## config.mk

```make
export PLATFORM = sky130hd
export DESIGN_NAME = usb_rx_decoder
export DESIGN_NICKNAME = d
export VERILOG_FILES = /design/src/rtl/usb_rx_decoder.sv
export SDC_FILE = /design/constraint.sdc
export NUM_CORES = 1
export LEC_CHECK = 0
export BUFFER_PORTS_ARGS = -buffer_cell sky130_fd_sc_hd__buf_2
export CORE_MARGIN = 5
export CORE_UTILIZATION = 35
export CTS_CLUSTER_SIZE = 28
export DETAILED_ROUTE_END_ITERATION = 8
export PLACE_DENSITY = 0.57
export SYNTH_ARGS = -nofsm -noshare
export SYNTH_HDL_FRONTEND = slang
export SYNTH_SLANG_ARGS = --single-unit
```

## constraint.sdc

```tcl
create_clock -name clk -period 3.8 [get_ports clk]
set_input_delay 0.76 -clock clk [delete_from_list [all_inputs] [get_ports clk]]
set_output_delay 0.76 -clock clk [all_outputs]
set_load 0.02 [all_outputs]
```

## src/rtl/usb_rx_decoder.sv

```systemverilog
// Full-speed USB receive front end: synchronizes D+/D-, recovers bit timing,
// NRZI-decodes and unstuffs the stream, and reports bytes, end-of-packet and errors.
module usb_rx_decoder #(
    parameter int CLKS_PER_BIT = 8,
    parameter int SAMPLE_PT    = 3
) (
    input  logic       clk,
    input  logic       rst,
    input  logic       d_plus,
    input  logic       d_minus,
    output logic [7:0] rx_data,
    output logic       rx_valid,
    output logic       rx_active,
    output logic       rx_eop,
    output logic       rx_error,
    output logic [1:0] err_code
);
    localparam int TW = (CLKS_PER_BIT > 1) ? $clog2(CLKS_PER_BIT) : 1;
    localparam logic [TW-1:0] LAST_CNT   = TW'(CLKS_PER_BIT - 1);
    localparam logic [TW-1:0] SAMPLE_CNT = TW'(SAMPLE_PT);

    localparam logic [2:0] S_IDLE     = 3'd0;
    localparam logic [2:0] S_SYNC     = 3'd1;
    localparam logic [2:0] S_DATA     = 3'd2;
    localparam logic [2:0] S_EOP_WAIT = 3'd3;
    localparam logic [2:0] S_ERROR    = 3'd4;

    localparam logic [1:0] ERR_SYNC    = 2'b01;
    localparam logic [1:0] ERR_STUFF   = 2'b10;
    localparam logic [1:0] ERR_PARTIAL = 2'b11;

    logic          dpMeta_q, dpSync_q, dpPrev_q;
    logic          dmMeta_q, dmSync_q, dmPrev_q;
    logic [2:0]    state_q, state_d;
    logic [TW-1:0] timer_q, timer_d;
    logic          prevLevel_q, prevLevel_d;
    logic [7:0]    shift_q, shift_d;
    logic [2:0]    bitCnt_q, bitCnt_d;
    logic [2:0]    ones_q, ones_d;
    logic          seenSe0_q, seenSe0_d;
    logic [7:0]    rxData_q, rxData_d;
    logic          rxValid_q, rxValid_d;
    logic          rxActive_q, rxActive_d;
    logic          rxEop_q, rxEop_d;
    logic          rxError_q, rxError_d;
    logic [1:0]    errCode_q, errCode_d;

    logic          lineSe0, lineJ, lineK, prevJ, dpEdge, sampleNow, bitVal;
    logic [7:0]    shiftIn;
    logic          errSet;
    logic [1:0]    errVal;

    // Synchronizers reset to the idle J pattern so an idle bus shows no edge at reset release.
    always_ff @(posedge clk or posedge rst) begin
        if (rst) begin
            dpMeta_q <= 1'b1;
            dpSync_q <= 1'b1;
            dpPrev_q <= 1'b1;
            dmMeta_q <= 1'b0;
            dmSync_q <= 1'b0;
            dmPrev_q <= 1'b0;
        end else begin
            dpMeta_q <= d_plus;
            dpSync_q <= dpMeta_q;
            dpPrev_q <= dpSync_q;
            dmMeta_q <= d_minus;
            dmSync_q <= dmMeta_q;
            dmPrev_q <= dmSync_q;
        end
    end

    assign lineSe0   = !dpSync_q && !dmSync_q;
    assign lineJ     = dpSync_q && !dmSync_q;
    assign lineK     = !dpSync_q && dmSync_q;
    assign prevJ     = dpPrev_q && !dmPrev_q;
    assign dpEdge    = (dpSync_q != dpPrev_q) && !lineSe0;
    assign sampleNow = (timer_q == SAMPLE_CNT);
    assign bitVal    = (dpSync_q == prevLevel_q);
    assign shiftIn   = {bitVal, shift_q[7:1]};

    always_comb begin
        state_d     = state_q;
        prevLevel_d = prevLevel_q;
        shift_d     = shift_q;
        bitCnt_d    = bitCnt_q;
        ones_d      = ones_q;
        seenSe0_d   = seenSe0_q;
        rxData_d    = rxData_q;
        rxValid_d   = 1'b0;
        rxActive_d  = rxActive_q;
        rxEop_d     = 1'b0;
        rxError_d   = rxError_q;
        errCode_d   = errCode_q;
        errSet      = 1'b0;
        errVal      = 2'b00;
        timer_d     = (dpEdge || timer_q == LAST_CNT) ? '0 : timer_q + TW'(1);

        case (state_q)
            S_IDLE: begin
                prevLevel_d = 1'b1;
                if (prevJ && lineK) begin
                    state_d   = S_SYNC;
                    timer_d   = '0;
                    bitCnt_d  = 3'd0;
                    seenSe0_d = 1'b0;
                    rxError_d = 1'b0;
                    errCode_d = 2'b00;
                end
            end
            S_SYNC: if (sampleNow) begin
                if (lineSe0) begin
                    state_d   = S_ERROR;
                    seenSe0_d = 1'b1;
                    errSet    = 1'b1;
                    errVal    = ERR_SYNC;
                end else begin
                    prevLevel_d = dpSync_q;
                    shift_d     = shiftIn;
                    bitCnt_d    = bitCnt_q + 3'd1;
                    if (bitCnt_q == 3'd7) begin
                        bitCnt_d = 3'd0;
                        ones_d   = 3'd0;
                        if (shiftIn == 8'h80) begin
                            state_d    = S_DATA;
                            rxActive_d = 1'b1;
                        end else begin
                            state_d = S_ERROR;
                            errSet  = 1'b1;
                            errVal  = ERR_SYNC;
                        end
                    end
                end
            end
            // After six consecutive ones the next bit is a stuff bit and never reaches the byte.
            S_DATA: if (sampleNow) begin
                if (lineSe0) begin
                    state_d = S_EOP_WAIT;
                    if (bitCnt_q != 3'd0) begin
                        errSet = 1'b1;
                        errVal = ERR_PARTIAL;
                    end
                end else begin
                    prevLevel_d = dpSync_q;
                    if (ones_q == 3'd6) begin
                        ones_d = 3'd0;
                        if (bitVal) begin
                            state_d   = S_ERROR;
                            seenSe0_d = 1'b0;
                            errSet    = 1'b1;
                            errVal    = ERR_STUFF;
                        end
                    end else begin
                        ones_d   = bitVal ? ones_q + 3'd1 : 3'd0;
                        shift_d  = shiftIn;
                        bitCnt_d = bitCnt_q + 3'd1;
                        if (bitCnt_q == 3'd7) begin
                            rxData_d  = shiftIn;
                            rxValid_d = 1'b1;
                        end
                    end
                end
            end
            S_EOP_WAIT: if (sampleNow) begin
                if (lineJ) begin
                    state_d    = S_IDLE;
                    rxEop_d    = 1'b1;
                    rxActive_d = 1'b0;
                end else if (lineK) begin
                    state_d   = S_ERROR;
                    seenSe0_d = 1'b0;
                    errSet    = 1'b1;
                    errVal    = ERR_SYNC;
                end
            end
            S_ERROR: if (sampleNow) begin
                if (lineSe0) begin
                    seenSe0_d = 1'b1;
                end else if (seenSe0_q && lineJ) begin
                    state_d    = S_IDLE;
                    rxActive_d = 1'b0;
                end
            end
            default: state_d = S_IDLE;
        endcase

        // Only the first error of a packet is recorded.
        if (errSet) begin
            rxError_d = 1'b1;
            if (!rxError_q) errCode_d = errVal;
        end
    end

    always_ff @(posedge clk or posedge rst) begin
        if (rst) begin
            state_q     <= S_IDLE;
            timer_q     <= '0;
            prevLevel_q <= 1'b1;
            shift_q     <= 8'h00;
            bitCnt_q    <= 3'd0;
            ones_q      <= 3'd0;
            seenSe0_q   <= 1'b0;
            rxData_q    <= 8'h00;
            rxValid_q   <= 1'b0;
            rxActive_q  <= 1'b0;
            rxEop_q     <= 1'b0;
            rxError_q   <= 1'b0;
            errCode_q   <= 2'b00;
        end else begin
            state_q     <= state_d;
            timer_q     <= timer_d;
            prevLevel_q <= prevLevel_d;
            shift_q     <= shift_d;
            bitCnt_q    <= bitCnt_d;
            ones_q      <= ones_d;
            seenSe0_q   <= seenSe0_d;
            rxData_q    <= rxData_d;
            rxValid_q   <= rxValid_d;
            rxActive_q  <= rxActive_d;
            rxEop_q     <= rxEop_d;
            rxError_q   <= rxError_d;
            errCode_q   <= errCode_d;
        end
    end

    assign rx_data   = rxData_q;
    assign rx_valid  = rxValid_q;
    assign rx_active = rxActive_q;
    assign rx_eop    = rxEop_q;
    assign rx_error  = rxError_q;
    assign err_code  = errCode_q;
endmodule

```

==> results.toml, run 1 <==
[detailed_routing]
wl_um = 4680
drt-pass1-iter-count = 4
vias = 1567
vias_per_cell = 5.22
postRouteAntennaNets = 0
drc = 0
post_drt_wl_per_cell_um = 15.6
drt_iter0_drc = 164

[logic_synthesis]
ys_ff_latch = 41
syn_nets = 223
yosys_warnings = 0
synth.avg_cell_area_um2 = 11.2
synth_edf_count = 0
yosysSeqAreaShare_pct = 44.6
yosysUniqueCellTypes = 65
synth_area_um2 = 2310
syn_inst = 207
synth-main-ff-cell = "dfrtp_1"
async_flop_share_pct = 100

[sta]
fin_crit_ns = 2.24
maxSlewViolCount = 0
rsz0062_at_grt = "no"
worstMarginPinSlew_ns = 1.05
fin_tns_setup_ns = 0
period_share_pct = 58.9
max_freq_mhz = 447
maxSlewHeadroom_pct = 29.6
finClkSkew_ns = 0.00344
hold_viol_final = 0
finalSetupViolCount = 0

[die]
chipWidth_um = 91.3
initial_core_util_pct = 36.2
row_count = 29
die-area_um2 = 8330
fp.dieH_um = 91.3
core_area_um2 = 6390
io-pin-count = 18

[worst_setup_path]
critPathCaptureType = "flop"
cp_max_fo = 11
required_ns = 3.98
crit_arrival_ns = 2.42
worstSetupPathType = "flop to flop"
start_kind = "flop"

[cells_and_area]
multi_input_area_um2 = 1140
nFillCells = 627
final_common_cell = "dfrtp_1"
fin_util_pct = 40.0
nets = 238
diodes = 0
regArea_um2 = 1030
drive_gt1_share_pct = 22.0
area_growth_pct = 10.4
final_cell_mix = "37 x dfrtp_1, 18 x inv_1, 17 x buf_2"

[clocking]
clk_pin_slew_ns = 0.08
clock_path_buffers = 2
clock-root-buffer = "clkbuf_8"
numCtsBuffers = 5
ctsResizeCount = 0
cts_tree = "yes"
h-tree-depth = 2
cts_setup_buffers = 0
clkLatencyLatePin_ns = 0.29
cts_sinks = 41
cts_hold_buf = 0

[status]
status = "completed"

[run]
maxCapViolCount = 0

[global_route]
antenna_found_initial = 0
grt_pass1_wl_um = 8290
grt_pass1_vias = 1597
grt_overflow = 0
grt_max_degree = 30
grtUsageTotal_pct = 12.1

[power]
power_density_nw_per_um2 = 568
max-vdd-ir-drop_mv = 0.289
p_leak_nw = 1.26
power.total_w = 0.00145

[min_path]
min_path_type = "flop to flop"

[placed_design]
post-dp-hpwl_um = 3280
port_buffers = 17
gp_congestion = 0.803
## flip-flops by register name (all words and copies together), names as in the netlist
signal / flops
shift_q: 7
dmSync_q: 1
rx_valid: 1
seenSe0_q: 1
dpPrev_q: 1
state_q: 3
rx_eop: 1
err_code: 2
bitCnt_q: 3
dmPrev_q: 1
dpSync_q: 1
prevLevel_q: 1
dmMeta_q: 1
rx_error: 1
dpMeta_q: 1
timer_q: 3
rx_data: 8
ones_q: 3
rx_active: 1
## logic make-up after synthesis
logic type / count (synthesis) / share of synthesized area [%]
flops: 41 / 44.6
mux: 20 / 10.7
simple gates: 56 / 15.5
xor+xnor: 4 / 1.84
fa+ha+maj: 12 / 6.49
buf+inv: 29 / 5.90
compound gates: 45 / 15.0
## path summary, 6_finish.rpt
check                                         end               start  slack [ns]  depth (start not counted)
max                        shift_q[2]$_DFFE_PP0P_  dpSync_q$_DFF_PP1_        1.56                          5
min in group asynchronous  shift_q[7]$_DFFE_PP0P_                 rst        0.72                          2
max in group asynchronous    timer_q[1]$_DFF_PP0_                 rst        2.32                          3
min                            dpSync_q$_DFF_PP1_  dpMeta_q$_DFF_PP1_        0.36                          0
min reg2reg                    dpSync_q$_DFF_PP1_  dpMeta_q$_DFF_PP1_        0.36                          0
max reg2reg                shift_q[2]$_DFFE_PP0P_  dpSync_q$_DFF_PP1_        1.56                          5
## through the flow
| step | hold WS (ns) | area (um^2) | setup WS (ns) | instances |
|---|---|---|---|---|
| after floorplan | 0.331 | 2310 | 1.63 | 207 |
| after global placement | 0.333 | 2440 | 1.60 | 292 |
| after detailed placement | 0.338 | 2440 | 1.56 | 292 |
| after CTS | 0.361 | 2550 | 1.55 | 300 |
| after global routing | 0.367 | 2550 | 1.44 | 300 |
| final | 0.359 | 2550 | 1.56 | 300 |
## worst max-delay path: stages, from the launching register on
cell     delay, ns
dfstp_2       0.63
inv_1         0.11
ha_1          0.35
or3b_4        0.46
nor2_4        0.23
mux2_1        0.35
## cells in the mapped netlist, drive strengths merged, types with 3 or more instances
cell type	count	area [um^2]
dfrtp	37	926
inv	19	71.3
mux2	16	206
nand2	13	48.8
ha	12	150
a21oi	9	60.1
buf	9	61.3
nor2	9	41.3
o21ai	7	35.0
nor3	6	30.0
dfstp	4	105
mux2i	4	40.0
nand3	4	20.0
nor4	4	31.3
a21boi	3	22.5
a31oi	3	33.8
xor2	3	26.3
## per-layer routing
metal | vias to the layer above | wire length (um) | global-route usage, %
li1 | 768 | - | -
met4 | 0 | 65 | 3.67
met3 | 7 | 208 | 2.73
met1 | 758 | 2340 | 18.1
met5 | - | 0 | 0
met2 | 34 | 2060 | 17.3
## power breakdown
group          leakage (nW)  total (W)  switching [W]  internal, W
sequential            0.542   0.000638       0.000132     0.000507
combinational         0.656   0.000450       0.000259     0.000191
clock                0.0585   0.000363       0.000148     0.000214
## layout make-up
cell class | instances | share of cell area, %
multi-input cells | 137 | 44.9
inverters | 19 | 2.79
clock inverters | 1 | 1.18
repair buffers | 18 | 3.63
clock buffers | 7 | 3.38
well taps | 77 | 3.77
flip-flops and latches | 41 | 40.4
(Power assumes the default switching activity.)
==> inputs of run 2 (changes only) <==
--- a/config.mk
+++ b/config.mk
@@ -10,7 +10,7 @@
 export CORE_UTILIZATION = 35
 export CTS_CLUSTER_SIZE = 28
 export DETAILED_ROUTE_END_ITERATION = 8
-export PLACE_DENSITY = 0.57
+export PLACE_DENSITY = 0.59
 export SYNTH_ARGS = -nofsm -noshare
 export SYNTH_HDL_FRONTEND = slang
 export SYNTH_SLANG_ARGS = --single-unit
==> constraint.sdc (replaced) <==
create_clock -name clk -period 1.8 [get_ports clk]
set_input_delay 0.36 -clock clk [delete_from_list [all_inputs] [get_ports clk]]
set_output_delay 0.36 -clock clk [all_outputs]
set_load 0.02 [all_outputs]
==> run 2 against run 1 <==
Against the previous run:
- clock skew increased by 0.0032 ns
- total power increased by 140%
- setup slack got worse by 1.6 ns
- clock-buffer cell count unchanged
- sequential power increased by 99%
- the run now ends with setup timing left
- routed wire length increased by 15%
- die area unchanged
==> results.toml, run 2 (synthesis gave the netlist of run 1 again) <==
[sta]
fin_tns_setup_ns = -0.477
fin_crit_ns = 1.86
hold_viol_final = 0
finalSetupViolCount = 11
period_share_pct = 103
finClkSkew_ns = 0.00669
maxSlewViolCount = 0
rsz0062_at_grt = "yes"
maxSlewHeadroom_pct = 64.9
worstMarginPinSlew_ns = 0.527
max_freq_mhz = 538
timing.final.ws_setup_ns = -0.0590
hold_ws_ns = 0.154

[detailed_routing]
wl_met2_um = 2650
drt_iter0_drc = 136
post_drt_wl_per_cell_um = 15.9
vias = 1744
top_layer = "met4"
wl_met3_um = 255
postRouteAntennaNets = 0
wl_um = 5370
met1_length_um = 2400
drc = 0
vias_per_cell = 5.18
drt-pass1-iter-count = 4

[power]
internal_power_w = 0.00212
max-vdd-ir-drop_mv = 0.497
clock_power_share_pct = 19.0
p_leak_nw = 1.43
power_density_nw_per_um2 = 1140
p_sw_share_pct = 38.6
comb_power_share_pct = 44.2
seqPwrFrac_pct = 36.8
switching_power_w = 0.00133

[clocking]
cts_sinks = 41
clock_path_buffers = 2
cts_hold_buf = 0
clock-root-buffer = "clkbuf_8"
clk_pin_slew_ns = 0.08
cts_tree = "yes"
clkLatencyLatePin_ns = 0.30
h-tree-depth = 2
numCtsBuffers = 5

[global_route]
grt_overflow = 0
antenna_found_initial = 0
grt_pass1_vias = 1698
grtUsageTotal_pct = 12.7
grt_pass1_wl_um = 8510
grt_max_degree = 42

[cells_and_area]
final_area_um2 = 3030
regArea_um2 = 1030
final_common_cell = "dfrtp_1"
drive_gt1_share_pct = 45.4
multi_input_area_um2 = 1350
final_cell_mix = "37 x dfrtp_1, 32 x buf_4, 17 x buf_2"
area_growth_pct = 31.1
nFillCells = 567
diodes = 0
layoutNonFillerInstCount = 337
nets = 275
largest_reg_flops = 8

[worst_setup_path]
cp_max_fo = 7
crit_arrival_ns = 2.04
start_kind = "flop"
critPathCaptureType = "flop"
required_ns = 1.99
worstSetupPathType = "flop to flop"

[placed_design]
post-place-cells = 322
place_area_um2 = 2720
port_buffers = 17
gp_congestion = 0.893
place_ws_ns = -0.130
post-dp-hpwl_um = 3720

[status]
failed_checks = "setup timing"
status = "finished, violations left"

[die]
fp.dieH_um = 91.3
row_count = 29
core_area_um2 = 6390
initial_core_util_pct = 36.2
die-area_um2 = 8330
io-pin-count = 18
chipWidth_um = 91.3

[min_path]
min_path_type = "primary input to flop"

[run]
maxCapViolCount = 0
[run 2: routing by layer]
layer / vias to the layer above / GRT usage [%]
met4: 0 / 5.13
met5: - / 0
met2: 46 / 19.7
met1: 854 / 17.6
li1: 838 / -
met3: 6 / 2.48
[run 2: cell type report]
cell class | count | share of cell area (%)
multi-input cells | 138 | 44.4
inverters | 19 | 2.44
flip-flops and latches | 41 | 34.0
repair buffers | 54 | 12.9
clock buffers | 7 | 2.85
clock inverters | 1 | 0.248
well taps | 77 | 3.18
[run 2: stage by stage]
step                power [W]  util [%]
global placement      0.00256      42.6
global route          0.00366      47.5
detailed placement    0.00257      42.6
floorplan             0.00215         -
CTS                   0.00330      45.1
finish                0.00345      47.5
[run 2: power by group through the flow]
| stage | Sequential (W) | Combinational [W] | Clock, W |
|---|---|---|---|
| after CTS | 0.00125 | 0.00137 | 0.000670 |
| after floorplan | 0.00122 | 0.000926 | 0 |
| after detailed placement | 0.00127 | 0.00130 | 0 |
| after global placement | 0.00127 | 0.00129 | 0 |
| final | 0.00127 | 0.00152 | 0.000657 |
| after global routing | 0.00129 | 0.00166 | 0.000703 |
[run 2: path summary, 6_finish.rpt]
kind / end / slack [ns] / depth (start not counted) / start
setup reg to reg: shift_q[6]$_DFFE_PP0P_ / -0.06 / 6 / dpSync_q$_DFF_PP1_
hold reg to reg: dmSync_q$_DFF_PP0_ / 0.35 / 0 / dmMeta_q$_DFF_PP0_
min in group asynchronous: timer_q[0]$_DFF_PP0_ / 0.17 / 3 / rst
hold / removal: dpMeta_q$_DFF_PP1_ / 0.15 / 1 / d_plus
max in group asynchronous: dpMeta_q$_DFF_PP1_ / 1.25 / 3 / rst
setup / recovery: shift_q[6]$_DFFE_PP0P_ / -0.06 / 6 / dpSync_q$_DFF_PP1_
[run 2: repair_timing]
item                       in CTS  in global routing
setup endpoints to repair      28                 31
resized for setup               9                 25
setup buffers                   3                  3
cloned                          0                  1
pin swaps                       3                  7
[run 2: critical path: stages, from the launching register on]
cell and delay, ns:
dfstp_2 0.56, inv_4 0.05, ha_4 0.18, or3b_4 0.40
nor2_4 0.12, buf_12 0.14, mux2_4 0.30
